<file path="src/rtl/din_word_feeder.sv">
`default_nettype none
// ============================================================================
// Module      : din_word_feeder
// Description : Buffers 16-bit Din words in a small FIFO and launches one
//               decompression job per word as a high/low byte pair.
// Revision    : 1.0 - initial release
// ============================================================================
module din_word_feeder #(
    parameter int DEPTH = 8,
    parameter int AW    = 3
) (
    input  logic          clk,
    input  logic          RST,
    input  logic          load,
    input  logic [15:0]   Din,
    input  logic          interrupt,
    input  logic          working,
    input  logic          done,
    output logic [7:0]    in1,
    output logic [7:0]    in2,
    output logic          work,
    output logic          full,
    output logic          empty,
    output logic [AW:0]   count,
    output logic          overflow
);

    typedef enum logic [1:0] {
        IDLE      = 2'd0,
        LAUNCH    = 2'd1,
        WAIT_DONE = 2'd2
    } state_t;

    localparam logic [AW:0]   c_FULL_CNT = (AW+1)'(DEPTH);
    localparam logic [AW:0]   c_CNT_ONE  = {{AW{1'b0}}, 1'b1};
    localparam logic [AW-1:0] c_PTR_ONE  = {{(AW-1){1'b0}}, 1'b1};

    state_t        r_state;
    state_t        w_stateNext;

    logic [15:0]   r_mem [DEPTH];
    logic [AW-1:0] r_wrPtr;
    logic [AW-1:0] r_rdPtr;
    logic [AW:0]   r_count;
    logic [AW:0]   w_countNext;
    logic          r_full;
    logic          r_empty;
    logic          r_overflow;
    logic          r_work;
    logic [7:0]    r_in1;
    logic [7:0]    r_in2;

    logic          w_pop;
    logic          w_push;
    logic          w_drop;
    logic          w_workNext;
    logic          w_takeHead;
    logic [15:0]   w_head;

    // Interrupt dominates: no push, no pop, and its load is silently discarded.
    assign w_pop  = (r_state == IDLE) && !r_empty && !working && !interrupt;
    assign w_push = load && !interrupt && (!r_full || w_pop);
    assign w_drop = load && !interrupt && r_full && !w_pop;
    assign w_head = r_mem[r_rdPtr];

    // ------------------------------------------------------------------
    // Job handshake FSM
    // ------------------------------------------------------------------
    always_ff @(posedge clk or posedge RST) begin
        if (RST) begin
            r_state <= IDLE;
        end else begin
            r_state <= w_stateNext;
        end
    end

    always_comb begin
        w_stateNext = r_state;
        w_workNext  = 1'b0;
        w_takeHead  = 1'b0;
        if (interrupt) begin
            w_stateNext = IDLE;
        end else begin
            case (r_state)
                IDLE: begin
                    if (w_pop) begin
                        w_takeHead  = 1'b1;
                        w_workNext  = 1'b1;
                        w_stateNext = LAUNCH;
                    end
                end
                LAUNCH: begin
                    w_stateNext = WAIT_DONE;
                end
                WAIT_DONE: begin
                    if (done) begin
                        w_stateNext = IDLE;
                    end
                end
                default: begin
                    w_stateNext = IDLE;
                end
            endcase
        end
    end

    // ------------------------------------------------------------------
    // FIFO occupancy
    // ------------------------------------------------------------------
    always_comb begin
        w_countNext = r_count;
        if (interrupt) begin
            w_countNext = '0;
        end else begin
            case ({w_push, w_pop})
                2'b10:   w_countNext = r_count + c_CNT_ONE;
                2'b01:   w_countNext = r_count - c_CNT_ONE;
                default: w_countNext = r_count;
            endcase
        end
    end

    always_ff @(posedge clk or posedge RST) begin
        if (RST) begin
            r_wrPtr    <= '0;
            r_rdPtr    <= '0;
            r_count    <= '0;
            r_full     <= 1'b0;
            r_empty    <= 1'b1;
            r_overflow <= 1'b0;
        end else begin
            r_count <= w_countNext;
            r_full  <= (w_countNext == c_FULL_CNT);
            r_empty <= (w_countNext == '0);
            if (interrupt) begin
                r_wrPtr    <= '0;
                r_rdPtr    <= '0;
                r_overflow <= 1'b0;
            end else begin
                if (w_push) begin
                    r_wrPtr <= r_wrPtr + c_PTR_ONE;
                end
                if (w_pop) begin
                    r_rdPtr <= r_rdPtr + c_PTR_ONE;
                end
                if (w_drop) begin
                    r_overflow <= 1'b1;
                end
            end
        end
    end

    // Storage carries no reset; only slots between the pointers are ever read.
    always_ff @(posedge clk) begin
        if (w_push) begin
            r_mem[r_wrPtr] <= Din;
        end
    end

    // ------------------------------------------------------------------
    // Job outputs: bytes move only on a pop, work is a one-cycle strobe
    // ------------------------------------------------------------------
    always_ff @(posedge clk or posedge RST) begin
        if (RST) begin
            r_work <= 1'b0;
            r_in1  <= 8'h00;
            r_in2  <= 8'h00;
        end else begin
            r_work <= w_workNext;
            if (w_takeHead) begin
                r_in1 <= w_head[15:8];
                r_in2 <= w_head[7:0];
            end
        end
    end

    assign in1      = r_in1;
    assign in2      = r_in2;
    assign work     = r_work;
    assign full     = r_full;
    assign empty    = r_empty;
    assign count    = r_count;
    assign overflow = r_overflow;

endmodule
`default_nettype wire

</file>
<file path="config.mk">
export PLATFORM = sky130hd
export DESIGN_NAME = din_word_feeder
export DESIGN_NICKNAME = d
export VERILOG_FILES = /design/src/rtl/din_word_feeder.sv
export SDC_FILE = /design/constraint.sdc
export NUM_CORES = 1
export LEC_CHECK = 0
export BUFFER_PORTS_ARGS = -buffer_cell sky130_fd_sc_hd__buf_2
export CORE_AREA = 2 2 137 86
export DETAILED_ROUTE_END_ITERATION = 16
export DIE_AREA = 0 0 139 88
export GPL_ROUTABILITY_DRIVEN = 0
export PLACE_DENSITY = 0.88
export SLEW_MARGIN = 40
export SYNTH_ARGS = -nofsm -noshare
export SYNTH_HDL_FRONTEND = slang
export SYNTH_SLANG_ARGS = --single-unit
</file>
<file path="constraint.sdc">
create_clock -name clk -period 4.2 [get_ports clk]
set_input_delay 0.42 -clock clk [delete_from_list [all_inputs] [get_ports clk]]
set_output_delay 0.42 -clock clk [all_outputs]
set_load 0.005 [all_outputs]
</file>
; Word level (Yosys, flattened, before mapping)
; Memories as Yosys holds them, arrays and structs flattened. A register that Yosys moved wholly into a read port is not among the register bits.
; Index checks and enable logic that the tools add are counted.
[word_totals]
regBits = 16
latchBits = 0
ramBits = 128
romBits = 0
output_inout_bits = 24
mem_count = 1
[mem_list]
columns = memory, depth, width, rd, rd_clocked_by_memory_dff, wr, line_no
row1 = r_mem, 8, 16, 1, 1, 1, 41  ; logic [15:0] r_mem [DEPTH];
[classes]
n_addsub = 4
mul = 0
div = 0
magnitude_cmp = 0
eq_ne = 7
n_shift = 0
n_mux = 17
n_bitwise = 0
n_reduce_logical = 19
[op_table]
columns = cell, count
row1 = $mux W3, 4
row2 = $pmux W4 S2, 1
row3 = $logic_and A1 B1 Y1, 7
row4 = $mux W1, 7
row5 = $add A3 B1 Y3 const B, 2
row6 = $mux W2, 3
row7 = $ne A3 B3 Y1 const B, 2
row8 = $pmux W2 S3, 1
row9 = $reduce_bool A2 Y1, 3
row10 = $logic_not A1 Y1, 5
row11 = $add A4 B1 Y4 const B, 1
row12 = $eq A2 B1 Y1 const B, 2
row13 = $eq A2 B2 Y1 const B, 2
row14 = $eq A4 B4 Y1 const B, 1
row15 = $logic_not A4 Y1, 1
row16 = $mux W4, 1
row17 = $sub A4 B1 Y4 const B, 1
row18 = $logic_not A2 Y1, 1
row19 = $reduce_and A2 Y1, 1
row20 = $logic_or A1 B1 Y1, 1

; Logic depth before layout (Yosys ltp)
; Gate-level depths: netlist (run 1).
[depth]
depth_word = 10
mapped_depth = 11
depth_no_buf = 10

; Worst setup path after synthesis (run 1)
; No wires, ideal clock.
[synth_timing]
path_type = input to register
start = input working
end = memory r_mem[1][0] (enable)
setup_time_ps = 430
arrival_ps = 2610
required_ps = 3770
slack_ps = 1160
cell_stages = 3
path_cell_list = o41ai_2 nand3_1 nor4_1
[synth_between]
elab_chain_cells = 7
[synth_rtl]
columns = item, line_no
row1 = "start, declared", 17  ; input logic working,
row2 = $logic_not A1 Y1, 61  ; assign w_pop = (r_state == IDLE) && !r_empty && !working && !interrupt;
row3 = $logic_and A1 B1 Y1 (2 in series), 61
row4 = $logic_or A1 B1 Y1, 62  ; assign w_push = load && !interrupt && (!r_full || w_pop);
row5 = $logic_and A1 B1 Y1, 62
row6 = $mux W1, 155  ; if (w_push) begin
row7 = $mux W1 (implied by the code), 156  ; r_mem[r_wrPtr] <= Din;
row8 = "end, declared", 41
; Every way passes these cells.

; Final worst setup path (run 1)
[layout_timing]
start = register r_state[0]
end = register r_empty (netlist: empty)
[layout_between]
elab_chain_cells = 10
[layout_rtl]
columns = item, line_no
row1 = "start, declared", 38  ; state_t r_state;
row2 = "start signal, assigned", 73  ; r_state <= w_stateNext;
row3 = $logic_not A2 Y1 *, 61
row4 = $logic_and A1 B1 Y1 * (3 in series), 61
row5 = $logic_or A1 B1 Y1, 62
row6 = $logic_and A1 B1 Y1, 62
row7 = $eq A2 B1 Y1 or $eq A2 B2 Y1 (tied branches), 115  ; case ({w_push, w_pop})
row8 = $pmux W4 S2 *, 115
row9 = $mux W4 *, 112  ; if (interrupt) begin
row10 = $logic_not A4 Y1 *, 134  ; r_empty <= (w_countNext == '0);
row11 = "end signal, assigned", 134
row12 = "end, declared", 47  ; logic r_empty;
; Mark *: on every way between the ends. The rest lies on a longest branch, timed or not.
; A chain may end at the register's enable or synchronous reset.

==> impl_metrics.yaml, run 1 <==
run_status:
  status: "completed"
logic_synthesis:
  synth_compound_area_frac: 0.0337
  synth_fa_ha_area_frac: 0.00991
  synth_top_area_frac: 0.609
  ys_ff_latch: 160
  muxShareOfSynthArea: 0.144
  syn_area_mm2: 0.00631
  synth_cell_types: 39
  ys.flop_type: "edfxtp_1"
  yosysWarnings: 0
  ys_seq_area_frac: 0.736
  synth_area_leaders: "edfxtp_1, dfrtp_1, mux4_2"
  yosys.area_share.simple: 0.0506
  synth_edf_count: 128
  synth_cells: 335
  synth_nets: 362
  ys_top_cells_by_count: "edfxtp_1, nor2_1, mux4_2, dfrtp_1, mux2i_1"
  synthArstFlopShare: 0.200
  yosysTopAreaCell: "edfxtp_1"
  synth_top_family_by_area: "multiplexers"
  synth.most_common_cell: "edfxtp_1"
  synth_xor_area_frac: 0.00833
  syn_avg_cell_area_um2: 18.8
clocking:
  post_cts_buffers: 0
  numCtsBuffers: 17
  cts_sinks: 160
  htree_levels: 4
  worstSkewPairLatency_ns: 0.42
  post_cts_resized: 0
  clk_pin_slew_ns: 0.06
  clockRootBuffer: "clkbuf_16"
  hold_buffers: 0
  cts_buffer_depth: 2
  cts_tree: "done"
global_route:
  grt_max_degree: 35
  grt_antenna_before_repair: 1
  grt_pass1_wl_um: 18400
  grt.total_usage: 0.210
  grt_pass1_vias: 3370
  grt-ovfl-total: 0
route:
  drt_iter0_markers: 243
  postRouteAntennaNets: 0
  wl_met3_um: 783
  routed.top_layer: "met5"
  wirelength_um: 11700
  wl_met1_um: 4890
  wl_met2_um: 5900
  vias: 3187
  drcViolationCount: 0
  viasPerCell: 5.79
  wire_per_inst_um: 21.4
  dr.pass1.iters: 4
sta:
  setup_violations: 0
  slew_headroom: 0.606
  rsz0062_at_grt: "no"
  fin_crit_sh: 0.721
  finalMaxSlewViolations: 0
  tightest_slew_ns: 0.585
  hold_viol: 0
  finClkSkew_ns: 0.00697
  period_needed_ns: 3.03
  setup_tns_ns: 0
  fmax_mhz: 330
worst_setup_path:
  critPathArrivalTime_ns: 3.39
  r2r_setup_slack_ns: 1.17
  setup.worst_path.end_class: "flop"
  r2r-start: "r_state[0]"
  critical_path.reg2reg.endpoint: "empty"
  path_class: "flop to flop"
  ff2ff_path_depth: 7
  worst-path-max-fanout: 9
  crit_required_ns: 4.56
  critical_path.startpoint_type: "flop"
place:
  dpl.hpwl_um: 6770
  port_buffers: 45
  dpl_cell_area_mm2: 0.00672
die:
  rows: 30
  start_util: 0.576
  dieArea_mm2: 0.0122
  ios: 46
  fp.dieH_um: 88
  coreArea_mm2: 0.0110
  die_x_um: 139
final_layout:
  syn2layout_area_growth_pct: 16.9
  multiInputGateArea_mm2: 0.00157
  diodes: 0
  nFillCells: 688
  fin_area_mm2: 0.00738
  seqCellArea_mm2: 0.00465
  final_nets: 420
  drive_gt1_frac: 0.337
power_and_ir_drop:
  powerDensity_mw_per_mm2: 532
  max-vdd-ir-drop_v: 0.000342
  p_leak_nw: 2.57
job:
  drv_cap: 0
min_path:
  hold_path_class: "input port to async pin"
==> cell usage in the layout, fill, tap and decap left out, drive strengths merged, types with 2 or more instances in the layout <==
cell        n
clkbuf     17
xor2        4
o41ai       2
nor4        3
nor2       40
nand3       3
a21oi      21
bufinv      5
mux2i      19
clkinvlp    3
dfrtp      31
ha          5
edfxtp    128
buf        56
nand2       8
xnor2       2
or2         2
mux4       32
clkinv      3
inv         6
nand3b      2
==> stage by stage <==
stage                     instances  power (mW)  hold slack (ns)   util  setup slack, ns
after floorplan                 335        2.12            0.486      -             1.16
after global placement          518        2.25            0.478  0.613             1.23
after detailed placement        518        2.27            0.486  0.613             1.13
after CTS                       550        3.96           0.0975  0.673             1.20
after global routing            550        4.07            0.135  0.673             1.00
final                           550        3.92           0.0993  0.673             1.17
==> flip-flops by register name, indices dropped and copies added, names as in the netlist <==
name / cells
in1: 8
full: 1
overflow: 1
count: 4
r_state: 2
r_rdPtr: 3
empty: 1
r_wrPtr: 3
in2: 8
work: 1
r_mem: 128
==> metal layers <==
metal,track usage,vias to the layer above
met5,0,-
met1,0.264,1626
met3,0.0618,21
li1,-,1432
met4,0.0872,2
met2,0.354,106
==> worst max path at each step <==
stage / start / end / slack (ns) / depth (start not counted)
after floorplan: working / r_mem[1][0] / 1.16 / 3
after global placement: working / full / 1.23 / 11
after detailed placement: working / full / 1.13 / 11
after CTS: empty / full / 1.20 / 10
after global routing: r_state[0] / full / 1.00 / 10
final: r_state[0] / empty / 1.17 / 7
==> critical path, cell delays in order, from the launching register on <==
cell,delay [ns]
dfrtp_1,0.43
o41ai_2,0.54
nand2_1,0.20
or2_2,0.33
ha_1,0.42
o41ai_1,0.60
a2bb2oi_2,0.27
a31o_1,0.18
==> kinds of logic after synthesis <==
kind of cell / after synthesis
AND/OR/NAND/NOR: 64
flip-flops: 160
XOR/XNOR: 6
adder cells (fa/ha/maj): 5
AO/OA/AOI/OAI: 30
buffers and inverters: 19
multiplexers: 51
==> power breakdown <==
part / internal (mW) / total [mW] / switching [mW] / leakage, nW
combinational: 0.177 / 0.353 / 0.176 / 0.709
sequential: 1.81 / 1.88 / 0.0673 / 1.55
clock: 1.06 / 1.69 / 0.625 / 0.312
==> layout make-up <==
class,instances,area share
inverter,2,0.00102
clock inverter,15,0.0315
sequential,160,0.630
tap,144,0.0244
multi-input combinational,156,0.213
timing repair buffer,56,0.0417
clock buffer,17,0.0577
Note: power is estimated with default switching activity, not from simulation.
==> run 2, diff against run 1 <==
--- a/config.mk
+++ b/config.mk
@@ -6,11 +6,11 @@
 export NUM_CORES = 1
 export LEC_CHECK = 0
 export BUFFER_PORTS_ARGS = -buffer_cell sky130_fd_sc_hd__buf_2
-export CORE_AREA = 2 2 137 86
+export CORE_AREA = 2 2 143 89
 export DETAILED_ROUTE_END_ITERATION = 16
-export DIE_AREA = 0 0 139 88
+export DIE_AREA = 0 0 145 91
 export GPL_ROUTABILITY_DRIVEN = 0
-export PLACE_DENSITY = 0.88
+export PLACE_DENSITY = 0.86
 export SLEW_MARGIN = 40
 export SYNTH_ARGS = -nofsm -noshare
 export SYNTH_HDL_FRONTEND = slang
==> constraint.sdc (replaced) <==
create_clock -name clk -period 2.6 [get_ports clk]
set_input_delay 0.26 -clock clk [delete_from_list [all_inputs] [get_ports clk]]
set_output_delay 0.26 -clock clk [all_outputs]
set_load 0.005 [all_outputs]
==> impl_metrics.yaml, run 2 (synthesized netlist as in run 1, its figures left out) <==
run_status:
  status: "complete, but fails checks"
  violations: "negative setup slack"
sta:
  hold_viol: 0
  fin_crit_sh: 1.02
  finalMaxSlewViolations: 0
  finClkSkew_ns: 0.0163
  setup_tns_ns: -0.0688
  finalWorstSetupSlack_ns: -0.0481
  tightest_slew_ns: 0.669
  rsz0062_at_grt: "yes"
  setup_violations: 2
  slew_headroom: 0.550
  fmax_mhz: 378
  period_needed_ns: 2.65
final_layout:
  largest_register_ffs: 128
  diodes: 0
  finalNonFillerCells: 580
  regMostFlops: "r_mem"
  fin_util: 0.631
  final_common_cell: "edfxtp_1"
  drive_gt1_frac: 0.354
  final_nets: 430
  syn2layout_area_growth_pct: 18.3
  layout_common_cells: "edfxtp_1, buf_2, nor2_1, mux4_2, dfrtp_1"
worst_setup_path:
  crit_end: "full"
  r2r-start: "r_state[0]"
  ff2ff_path_depth: 10
  crit_required_ns: 2.92
  critical_path.startpoint_type: "flop"
  critPathArrivalTime_ns: 2.97
  setup.worst_path.end_class: "flop"
  worst-path-max-fanout: 4
  setup.worst_path.start: "r_state[0]"
  path_class: "flop to flop"
  critical_path.reg2reg.endpoint: "full"
  r2r_setup_slack_ns: -0.05
global_route:
  grt.total_usage: 0.192
  grt_pass1_vias: 3399
  grt_antenna_before_repair: 0
  grt-ovfl-total: 0
  grt_max_degree: 35
  grt_pass1_wl_um: 18600
route:
  postRouteAntennaNets: 0
  viasPerCell: 5.57
  wirelength_um: 11900
  drcViolationCount: 0
  wire_per_inst_um: 20.6
  drt_iter0_markers: 263
  vias: 3228
  dr.pass1.iters: 4
die:
  rows: 31
  start_util: 0.533
  ios: 46
  die_x_um: 145
  coreArea_mm2: 0.0118
  dieArea_mm2: 0.0132
  fp.dieH_um: 91
job:
  drv_cap: 0
clocking:
  clockRootBuffer: "clkbuf_16"
  numCtsBuffers: 17
  cts_buffer_depth: 2
  htree_levels: 4
  cts_tree: "done"
  cts_sinks: 160
  worstSkewPairLatency_ns: 0.41
  clk_pin_slew_ns: 0.06
power_and_ir_drop:
  max-vdd-ir-drop_v: 0.000423
  p_leak_nw: 2.60
  powerDensity_mw_per_mm2: 797
  total_power_mw: 5.95
place:
  dp_cells: 545
  port_buffers: 45
  dpl.hpwl_um: 6910
  place_ws_ns: -0.0196
min_path:
  hold_path_class: "input port to flop"
-- run 2: changes by cell type in the layout (fill, tap and decap cells not counted), sizes merged --
cell         previous run  this run
inv                     6         2
bufinv                  5         2
clkinv                  3         8
buf                    56        65
clkbuf                 17        18
dlygate4sd3             0         1
-- run 2: worst min-delay path by stage --
| stage | to | depth (start not counted) | start | slack, ns |
|---|---|---|---|---|
| after detailed placement | in1[7] | 3 | RST | 0.39 |
| after floorplan | full | 1 | interrupt | 0.33 |
| after CTS | r_mem[2][0] | 1 | Din[0] | 0.1 |
| after global routing | r_mem[7][6] | 1 | Din[6] | 0.11 |
| final | r_mem[2][0] | 1 | Din[0] | 0.11 |
| after global placement | in1[7] | 3 | RST | 0.38 |
-- run 2: critical path: stages (launching register included) --
cell and delay (ns):
dfrtp_2 0.45, o41ai_4 0.40, nand2_1 0.12, or2_4 0.26, ha_4 0.17, xor2_1 0.16
ha_2 0.20, a21oi_2 0.13, mux2i_1 0.24, xnor2_1 0.20, nor4bb_4 0.24
-- run 2: layout make-up --
| type | instances | area (um2) |
|---|---|---|
| sequential | 160 | 4650 |
| fill | 807 | 4360 |
| multi-input combinational | 156 | 1660 |
| clock buffer | 18 | 429 |
| timing repair buffer | 66 | 398 |
| tap | 165 | 206 |
| clock inverter | 13 | 123 |
| inverter | 2 | 7.51 |
-- run 2: timing repair --
action | 4_1_cts | 5_1_grt
hold buffers | 1 | 0
endpoints found under the hold margin | 31 | 0
cloned | 0 | 0
pin swaps | 1 | 4
resized for setup | 2 | 8
setup buffers | 2 | 1
endpoints found under the setup margin | 1 | 4
-- run 2: per-layer routing --
metal,part of all wire,up-vias,global-route usage
li1,-,1453,-
met3,0.076,7,0.0613
met1,0.42,1651,0.249
met5,0,-,0
met4,0.0044,0,0.0611
met2,0.50,117,0.314
-- run 2: through the flow --
step,area [um2],hold WS (ns)
2_1_floorplan,6330,0.330
3_3_place_gp,6830,0.383
3_5_place_dp,6830,0.394
4_1_cts,7410,0.0960
5_1_grt,7470,0.110
6_report,7470,0.111
-- run 2: where the power goes --
| part | switching, mW | internal (mW) | total, mW | leakage (nW) |
|---|---|---|---|---|
| combinational | 0.314 | 0.305 | 0.620 | 0.787 |
| clock | 0.917 | 1.39 | 2.31 | 0.264 |
| sequential | 0.0925 | 2.93 | 3.02 | 1.55 |
| total | 1.32 | 4.63 | 5.95 | 2.60 |
